<file path="src/rtl/rr_arb_pkg.sv">
// rtl/rr_arb_pkg.sv - shared constants and FSM state type for the rr_arb16 arbiter
//
// Purpose: default requester count, grant-index width and the two-state
// arbiter FSM encoding, imported by rr_arb16.
// Ports: none (package).
package rr_arb_pkg;

  localparam int NUM_REQ_DFLT = 16;
  localparam int ID_W         = 4;

  typedef enum logic {
    IDLE = 1'b0,
    BUSY = 1'b1
  } arb_state_t;

endpackage

</file>
<file path="src/rtl/lsb_prio_enc16.sv">
// rtl/lsb_prio_enc16.sv - combinational 16-bit lowest-set-bit priority encoder
//
// Purpose: reports the index of the lowest set bit of vec.
// Ports:
//   vec  in  16  vector to search
//   idx  out 4   index of lowest set bit (0 when vec is zero)
//   any  out 1   vec has at least one bit set
module lsb_prio_enc16 (
  input  logic [15:0] vec,
  output logic [3:0]  idx,
  output logic        any
);

  always_comb begin
    idx = 4'd0;
    // Scan downward so the lowest set bit is the last one written.
    for (int i = 15; i >= 0; i--) begin
      if (vec[i]) idx = 4'(i);
    end
  end

  assign any = |vec;

endmodule

</file>
<file path="src/rtl/rr_arb16.sv">
// rtl/rr_arb16.sv - 16-requester round-robin arbiter with registered grant outputs
//
// Purpose: grants one requester at a time, held until done, withdrawal of
// the request, or (macro RR_ARB_TIMEOUT_EN) MAX_HOLD cycles have elapsed.
// Ports:
//   clk      in  1   clock, rising edge
//   rst      in  1   asynchronous active-high reset
//   req      in  16  request vector, bit i = requester i
//   done     in  1   single-cycle release pulse
//   gnt      out 16  one-hot grant, registered
//   gnt_id   out 4   binary index of grantee, registered (0 when idle)
//   gnt_vld  out 1   a grant is held, registered
//   timeout  out 1   single-cycle forced-release pulse (constant 0 without
//                    RR_ARB_TIMEOUT_EN)
module rr_arb16
  import rr_arb_pkg::*;
#(
  parameter int NUM_REQ  = NUM_REQ_DFLT,
  parameter int MAX_HOLD = 8
) (
  input  logic               clk,
  input  logic               rst,
  input  logic [NUM_REQ-1:0] req,
  input  logic               done,
  output logic [NUM_REQ-1:0] gnt,
  output logic [ID_W-1:0]    gnt_id,
  output logic               gnt_vld,
  output logic               timeout
);

  if (NUM_REQ != 16) begin : g_bad_num_req
    $error("rr_arb16: only NUM_REQ=16 is supported");
  end
  if (MAX_HOLD < 2 || MAX_HOLD > 255) begin : g_bad_max_hold
    $error("rr_arb16: MAX_HOLD must be in 2..255");
  end

  arb_state_t         state, state_nxt;
  logic [ID_W-1:0]    ptr, ptr_nxt;
  logic [NUM_REQ-1:0] gnt_nxt;
  logic [ID_W-1:0]    id_nxt;
  logic               vld_nxt;

  logic               expire;
  logic               release_ev;
  logic [ID_W-1:0]    search_base;
  logic [NUM_REQ-1:0] arb_req;
  logic [NUM_REQ-1:0] masked_req;
  logic [ID_W-1:0]    m_idx, u_idx, win_id;
  logic               m_any, u_any;

`ifdef RR_ARB_TIMEOUT_EN
  localparam logic [7:0] HOLD_LAST = 8'(MAX_HOLD - 1);
  logic [7:0] hold_cnt, hold_nxt;
  logic       to_nxt;
  // done in the expiry cycle wins: that is a normal release, not a timeout.
  assign expire = (state == BUSY) && (hold_cnt == HOLD_LAST) && !done;
`else
  assign expire  = 1'b0;
  assign timeout = 1'b0;
`endif

  assign release_ev = (state == BUSY) && (done || !req[gnt_id] || expire);

  // On release the search restarts just above the outgoing grantee, which
  // is also the pointer value being committed this cycle.
  assign search_base = (state == BUSY) ? gnt_id + 4'd1 : ptr;

  always_comb begin
    arb_req = req;
    if (state == BUSY) arb_req[gnt_id] = 1'b0;
  end

  assign masked_req = arb_req & ({NUM_REQ{1'b1}} << search_base);

  lsb_prio_enc16 u_enc_masked (
    .vec (masked_req),
    .idx (m_idx),
    .any (m_any)
  );

  lsb_prio_enc16 u_enc_unmasked (
    .vec (arb_req),
    .idx (u_idx),
    .any (u_any)
  );

  // Nothing at or above the base means the search wraps to index 0.
  assign win_id = m_any ? m_idx : u_idx;

  always_comb begin
    state_nxt = state;
    ptr_nxt   = ptr;
    gnt_nxt   = gnt;
    id_nxt    = gnt_id;
    vld_nxt   = gnt_vld;
`ifdef RR_ARB_TIMEOUT_EN
    to_nxt    = 1'b0;
    hold_nxt  = (state == BUSY) ? hold_cnt + 8'd1 : hold_cnt;
`endif
    if ((state == IDLE && u_any) || (release_ev && u_any)) begin
      state_nxt       = BUSY;
      gnt_nxt         = '0;
      gnt_nxt[win_id] = 1'b1;
      id_nxt          = win_id;
      vld_nxt         = 1'b1;
`ifdef RR_ARB_TIMEOUT_EN
      hold_nxt        = 8'd0;
`endif
    end else if (release_ev) begin
      state_nxt = IDLE;
      gnt_nxt   = '0;
      id_nxt    = '0;
      vld_nxt   = 1'b0;
    end
    if (release_ev) begin
      ptr_nxt = gnt_id + 4'd1;
`ifdef RR_ARB_TIMEOUT_EN
      to_nxt  = expire;
`endif
    end
  end

  always_ff @(posedge clk or posedge rst) begin
    if (rst) begin
      state   <= IDLE;
      ptr     <= '0;
      gnt     <= '0;
      gnt_id  <= '0;
      gnt_vld <= 1'b0;
    end else begin
      state   <= state_nxt;
      ptr     <= ptr_nxt;
      gnt     <= gnt_nxt;
      gnt_id  <= id_nxt;
      gnt_vld <= vld_nxt;
    end
  end

`ifdef RR_ARB_TIMEOUT_EN
  always_ff @(posedge clk or posedge rst) begin
    if (rst) begin
      hold_cnt <= 8'd0;
      timeout  <= 1'b0;
    end else begin
      hold_cnt <= hold_nxt;
      timeout  <= to_nxt;
    end
  end
`endif

endmodule

</file>
<file path="config.mk">
export PLATFORM = sky130hd
export DESIGN_NAME = rr_arb16
export DESIGN_NICKNAME = d
export VERILOG_FILES = /design/src/rtl/rr_arb_pkg.sv /design/src/rtl/lsb_prio_enc16.sv /design/src/rtl/rr_arb16.sv
export SDC_FILE = /design/constraint.sdc
export NUM_CORES = 1
export LEC_CHECK = 0
export ABC_AREA = 1
export BUFFER_PORTS_ARGS = -buffer_cell sky130_fd_sc_hd__buf_2
export CAP_MARGIN = 40
export CORE_MARGIN = 10
export CORE_UTILIZATION = 23
export CTS_BUF_LIST = sky130_fd_sc_hd__clkbuf_4 sky130_fd_sc_hd__clkbuf_8
export DETAILED_ROUTE_END_ITERATION = 16
export GPL_ROUTABILITY_DRIVEN = 0
export SYNTH_ARGS = -nofsm -noshare
export SYNTH_HDL_FRONTEND = slang
export SYNTH_SLANG_ARGS = --single-unit
</file>
<file path="constraint.sdc">
create_clock -name clk -period 3 [get_ports clk]
set_input_delay 0.15 -clock clk [delete_from_list [all_inputs] [get_ports clk]]
set_output_delay 0.15 -clock clk [all_outputs]
set_load 0.05 [all_outputs]
</file>
== After elaboration in Yosys (flattened, before gate mapping) ==
Index checks and enable logic that the tools add are counted.

* Add/sub/neg operators: 1
* Magnitude comparators: 4
* Shift operators: 1
* Multiplexer cells: 47
* Bitwise operators: 4
* Reduce and logical (&&, ||, !) cells: 11

{| class="wikitable"
|+ Operators by type and width
! kind !! count
|-
| $mux 4 || 36
|-
| $mux 16 || 3
|-
| $and 16x16->16 || 2
|-
| $reduce_or 16->1 || 2
|-
| $not 16->16 || 1
|-
| $shl 16x4->16 const A || 1
|-
| $lt 4x5->1 const B || 2
|-
| $demux 1 s4 || 2
|-
| $ge 4x1->1 const B || 2
|-
| $logic_and 1x1->1 || 5
|-
| $mux 1 || 5
|-
| $add 4x1->4 const B || 1
|-
| $bmux 1 s4 || 1
|-
| $logic_or 1x1->1 || 2
|-
| $reduce_bool 2->1 || 1
|-
| $logic_not 1->1 || 1
|-
| $not 1->1 || 1
|}

* Bits in registers: 25
* Input port bits: 19
* Word-level logic and storage cells: 72

== Depth between registers and ports, before layout ==
* Depth after elaboration: 30
* Mapped depth: 27
* Depth with buffers taken out: 26

== Modules after synthesis ==
A second synthesis with hierarchy kept.

* Cell total of the unflattened synthesis: 369
* Area total of the unflattened synthesis: 2402.3 um2

{| class="wikitable"
|+ Modules (own cells, without submodules)
! module !! instances !! cells each !! area each (um2)
|-
| rr_arb16 || 1 || 271 || 1984.4
|-
| lsb_prio_enc16 || 2 || 49 || 209.0
|}

== Worst setup path before layout ==
No wires, ideal clock.

* Kind: reg-to-reg
* Start point: register gnt_id[1]
* End point: register gnt[10]
* Setup time: 0.066 ns
* Arrival time: 2.738 ns
* Data required time: 2.934 ns
* Slack: 0.196 ns
* Stages on the path, launching flop included: 17
* Clock period less this slack: 2.804 ns
* Cells stage by stage: dfrtp_1 inv_1 ha_1 nand2_1 inv_1 a21oi_1 inv_1 nor3_1 inv_2 nand3_2 nor2_4 nand3_4 o21ai_2 or2_4 nor2_4 nand4_1 nand2_1

* Cells in the longest elaborated chain, start to end: 30
* Elaborated cells on any way between the ends: 62

{| class="wikitable"
|+ Ends and longest elaborated chain
! item !! RTL line !! text
|-
| start: declaration || rr_arb16.sv:26 || <nowiki>output logic [ID_W-1:0] gnt_id,</nowiki>
|-
| start signal: assignment || rr_arb16.sv:135 || <nowiki>gnt_id <= id_nxt;</nowiki>
|-
| $lt 4x5->1 (implied by the code) / $ge 4x1->1 (equally long branches) || rr_arb16.sv:71 || <nowiki>if (state == BUSY) arb_req[gnt_id] = 1'b0;</nowiki>
|-
| $logic_and 1x1->1 (implied by the code) || rr_arb16.sv:71 ||
|-
| $mux 1 (implied by the code) || rr_arb16.sv:71 ||
|-
| $demux 1 s4 || rr_arb16.sv:71 ||
|-
| $not 16->16 (no line) || - ||
|-
| $and 16x16->16 (no line) || - ||
|-
| $mux 16 || rr_arb16.sv:71 ||
|-
| $and 16x16->16 || rr_arb16.sv:74 || <nowiki>assign masked_req = arb_req & ({NUM_REQ{1'b1}} << search_base);</nowiki>
|-
| $mux 4 (16 in series) || lsb_prio_enc16.sv:18 || <nowiki>if (vec[i]) idx = 4'(i);</nowiki>
|-
| $mux 4 || rr_arb16.sv:89 || <nowiki>assign win_id = m_any ? m_idx : u_idx;</nowiki>
|-
| $lt 4x5->1 (implied by the code) / $ge 4x1->1 (equally long branches) || rr_arb16.sv:104 || <nowiki>gnt_nxt[win_id] = 1'b1;</nowiki>
|-
| $logic_and 1x1->1 (implied by the code) || rr_arb16.sv:104 ||
|-
| $mux 1 (implied by the code) || rr_arb16.sv:104 ||
|-
| $demux 1 s4 || rr_arb16.sv:104 ||
|-
| $mux 16 || rr_arb16.sv:101 || <nowiki>if ((state == IDLE && u_any) || (release_ev && u_any)) begin</nowiki>
|-
| end signal: assignment || rr_arb16.sv:134 || <nowiki>gnt <= gnt_nxt;</nowiki>
|-
| end: declaration || rr_arb16.sv:25 || <nowiki>output logic [NUM_REQ-1:0] gnt,</nowiki>
|}

Several ways; a longest one is shown, not always the timed one. The select of a mux whose other input is x is not followed.
A chain may end at the register's enable or synchronous reset.

== Worst setup path after layout ==
* Start point: register gnt_id[1]
* End point: register gnt[8]

Same word-level chain as after synthesis.

==> flow_summary_export.csv <==
group,metric,value,unit
status,status,"complete, no violations",
synthesis,synth-xor-area-share,0,%
clock_network,post_cts_buffers,0,
pwr,vdd_drop_max,420,µV
route,antenna_violating_nets_post_route,0,
die,io_pins,41,
synthesis,synth.most_common_cell,"nand2_1",
sta,setup_tns,0,ns
clock_network,cts_root_buf,"clkbuf_8",
synthesis,synth_compound_area_share,15.3,%
setup_path,start_kind,"register",
die,start_util,23.7,%
min_path,min_from,"done",
synthesis,avgSynthCellArea,6.83,µm²
route,drt_wl_total,6.16,mm
die,dieArea,13900,µm²
global_routing,grt_overflow_total,0,
setup_path,endpoint_kind,"register",
route,drt_iter0_drc,141,
min_path,hp-class,"in -> reg",
final_layout,nNetsFinal,395,
synthesis,synth.top_cell.area_share,28.3,%
clock_network,ctsHtreeMaxLevel,1,
synthesis,synthAdderAreaFrac,2.26,%
setup_path,path_max_fanout,10,
synthesis,synth_nets,347,
synthesis,yosys_warnings,0,
route,vias,2186,
synthesis,async_flop_share,100,%
place,dpl_worst_slack,0.106,ns
clock_network,cts_tree,"done",
synthesis,ys_ff_latch,25,
sta,fmax,367,MHz
pwr,power.leakage,1.38,nW
sta,layout_setup_ws,0.274,ns
sta,slew_violations,0,
setup_path,critPathRequiredTime,3.21,ns
global_routing,grt_pass1_vias,2269,
place,hpwl,5.25,mm
synthesis,ys_types,38,
sta,skew,0.00547,ns
route,routedWlPerCell,12.3,µm
setup_path,r2r-start,"gnt_id[1]",
clock_network,clock_latency,0.26,ns
synthesis,netlist_area,2210,µm²
clock_network,numCtsBuffers,3,
synthesis,synth_mux_area_share,0,%
setup_path,crit_type,"reg -> reg",
place,io_buffers,39,
die,rows,35,
sta,min_period_over_period,90.9,%
synthesis,ys_seq_area_share,28.3,%
final_layout,layout-drive-gt1-share,28.3,%
global_routing,antenna_found_initial,0,
route,post-route-drc-count,0,
setup_path,arrival,2.94,ns
route,first_pass_iters,4,
sta,rsz0062_at_grt,"false",
global_routing,grt_start_max_net_pins,20,
die,die_y,118,µm
synthesis,ys.flop_type,"dfrtp_1",
synthesis,synth_edf_count,0,
place,placed_cell_area,2590,µm²
synthesis,synth_cells,324,
clock_network,cts_max_path_buffers,2,
synthesis,synth_top_family_by_area,"simple AND/OR/NAND/NOR gates",
run,cap_violations,0,
die,core,9330,µm²
global_routing,grt_util_all_layers,8.75,%
sta,setup_viol,0,
global_routing,grt_first_pass_wirelength,10.6,mm
synthesis,synth-simple-area-share,42.9,%
synthesis,synth_largest_area_cell,"dfrtp_1",
clock_network,cts.reportedPaths.clkPinSlew,0.09,ns
sta,min_period,2.73,ns
clock_network,clock-sinks,25,
final_layout,synthToLayoutAreaGrowth,20.3,%
route,viasPerCell,4.37,
die,die_w,118,µm
setup_path,crit_start,"gnt_id[1]",
synthesis,synth_commonest_cells,"107 x nand2_1, 37 x inv_1, 25 x dfrtp_1, 21 x nor2_1, 19 x a21oi_1",
final_layout,antenna_cells,0,
pwr,power.density,1130,nW/µm²
final_layout,finalInstanceArea,2660,µm²
synthesis,synth_area_leaders,"dfrtp_1 28%, nand2_1 18%, inv_1 6.3%, a21oi_1 4.3%, nor2_4 4.1%",
sta,hold_viol,0,
==> cell usage in the layout (no fill, tap or decap), drive strengths merged <==
| cell type | synthesis | routed |
|---|---|---|
| clkinv | 1 | 2 |
| o31ai | 1 | 1 |
| nand3 | 15 | 15 |
| o211ai | 1 | 1 |
| buf | 6 | 48 |
| nand4 | 9 | 9 |
| clkbuf | 0 | 3 |
| dlygate4sd3 | 0 | 1 |
| or2 | 5 | 5 |
| a21oi | 19 | 19 |
| nand2 | 116 | 116 |
| nor4 | 1 | 1 |
| o21ai | 26 | 26 |
| o21bai | 3 | 3 |
| nor3 | 7 | 7 |
| a31oi | 3 | 3 |
| nor2 | 33 | 33 |
| dfrtp | 25 | 25 |
| ha | 4 | 4 |
| inv | 46 | 46 |
| o22ai | 2 | 2 |
| conb | 1 | 1 |
==> through the flow <==
stage	utilization, %	total power, W	cells	hold WS, ns
final	28.5	0.00301	500	0.299
after global routing	28.5	0.00332	500	0.324
after floorplan	-	0.00233	324	0.177
after detailed placement	27.8	0.00282	495	0.132
after global placement	27.5	0.00279	494	0.405
after CTS	28.4	0.00304	500	0.299
==> routing by layer <==
layer	GRT usage, %	up-vias	wire length (µm)
met5	0	-	0
met4	2.86	0	69
met3	1.53	8	280
met2	16.3	52	3250
met1	9.70	996	2560
li1	-	1130	-
==> report_power, final <==
part	switching, W	internal [W]	leakage [nW]
Combinational	0.00157	0.000697	1.03
Sequential	0.0000990	0.000448	0.326
Clock	0.000103	0.0000927	0.0255
==> kinds of logic after synthesis <==
group	Yosys count
flip-flops	25
buffers and inverters	53
AO/OA/AOI/OAI	55
AND/OR/NAND/NOR	186
adder cells (fa/ha/maj)	4
other	1
==> worst paths after layout <==
kind / cells after the start / endpoint / slack, ns
max in group asynchronous: 4 / gnt_id[0] / 2.20
min: 5 / state / 0.30
max reg2reg: 17 / gnt[8] / 0.27
min reg2reg: 2 / gnt[12] / 0.48
min in group asynchronous: 3 / ptr[0] / 0.38
max: 17 / gnt[8] / 0.27
==> worst max-delay path, cell delays in order (launching register included) <==
cell,delay [ns]
dfrtp_2,0.47
inv_1,0.08
buf_4,0.17
ha_1,0.17
nand2_1,0.10
inv_1,0.09
a21oi_2,0.23
inv_1,0.09
nor3_1,0.26
inv_2,0.08
nand3_2,0.11
nor2_4,0.05
nand3_4,0.09
o21ai_2,0.08
or2_4,0.26
nor2_4,0.12
nand4_1,0.13
nand2_1,0.08
==> layout make-up <==
type                    instances  area (µm²)
multi-input cells             246        1350
repair buffers                 49         293
clock inverters                 1        5.00
clock buffers                   3        41.3
inverters                      47         184
fillers                       989        6670
flip-flops and latches         25         628
well taps                     129         161
==> timing repair <==
item | 4_1_cts | 5_1_grt
hold buffers | 1 | 0
endpoints found under the hold margin | 6 | 0
setup endpoints to repair | 0 | 17
resized for setup | 0 | 4
==> registers in the layout, indices dropped and copies added, names as in the netlist <==
signal and count:
gnt 16, gnt_id 4, ptr 4, state 1
Note: power is estimated with default switching activity, not from simulation.
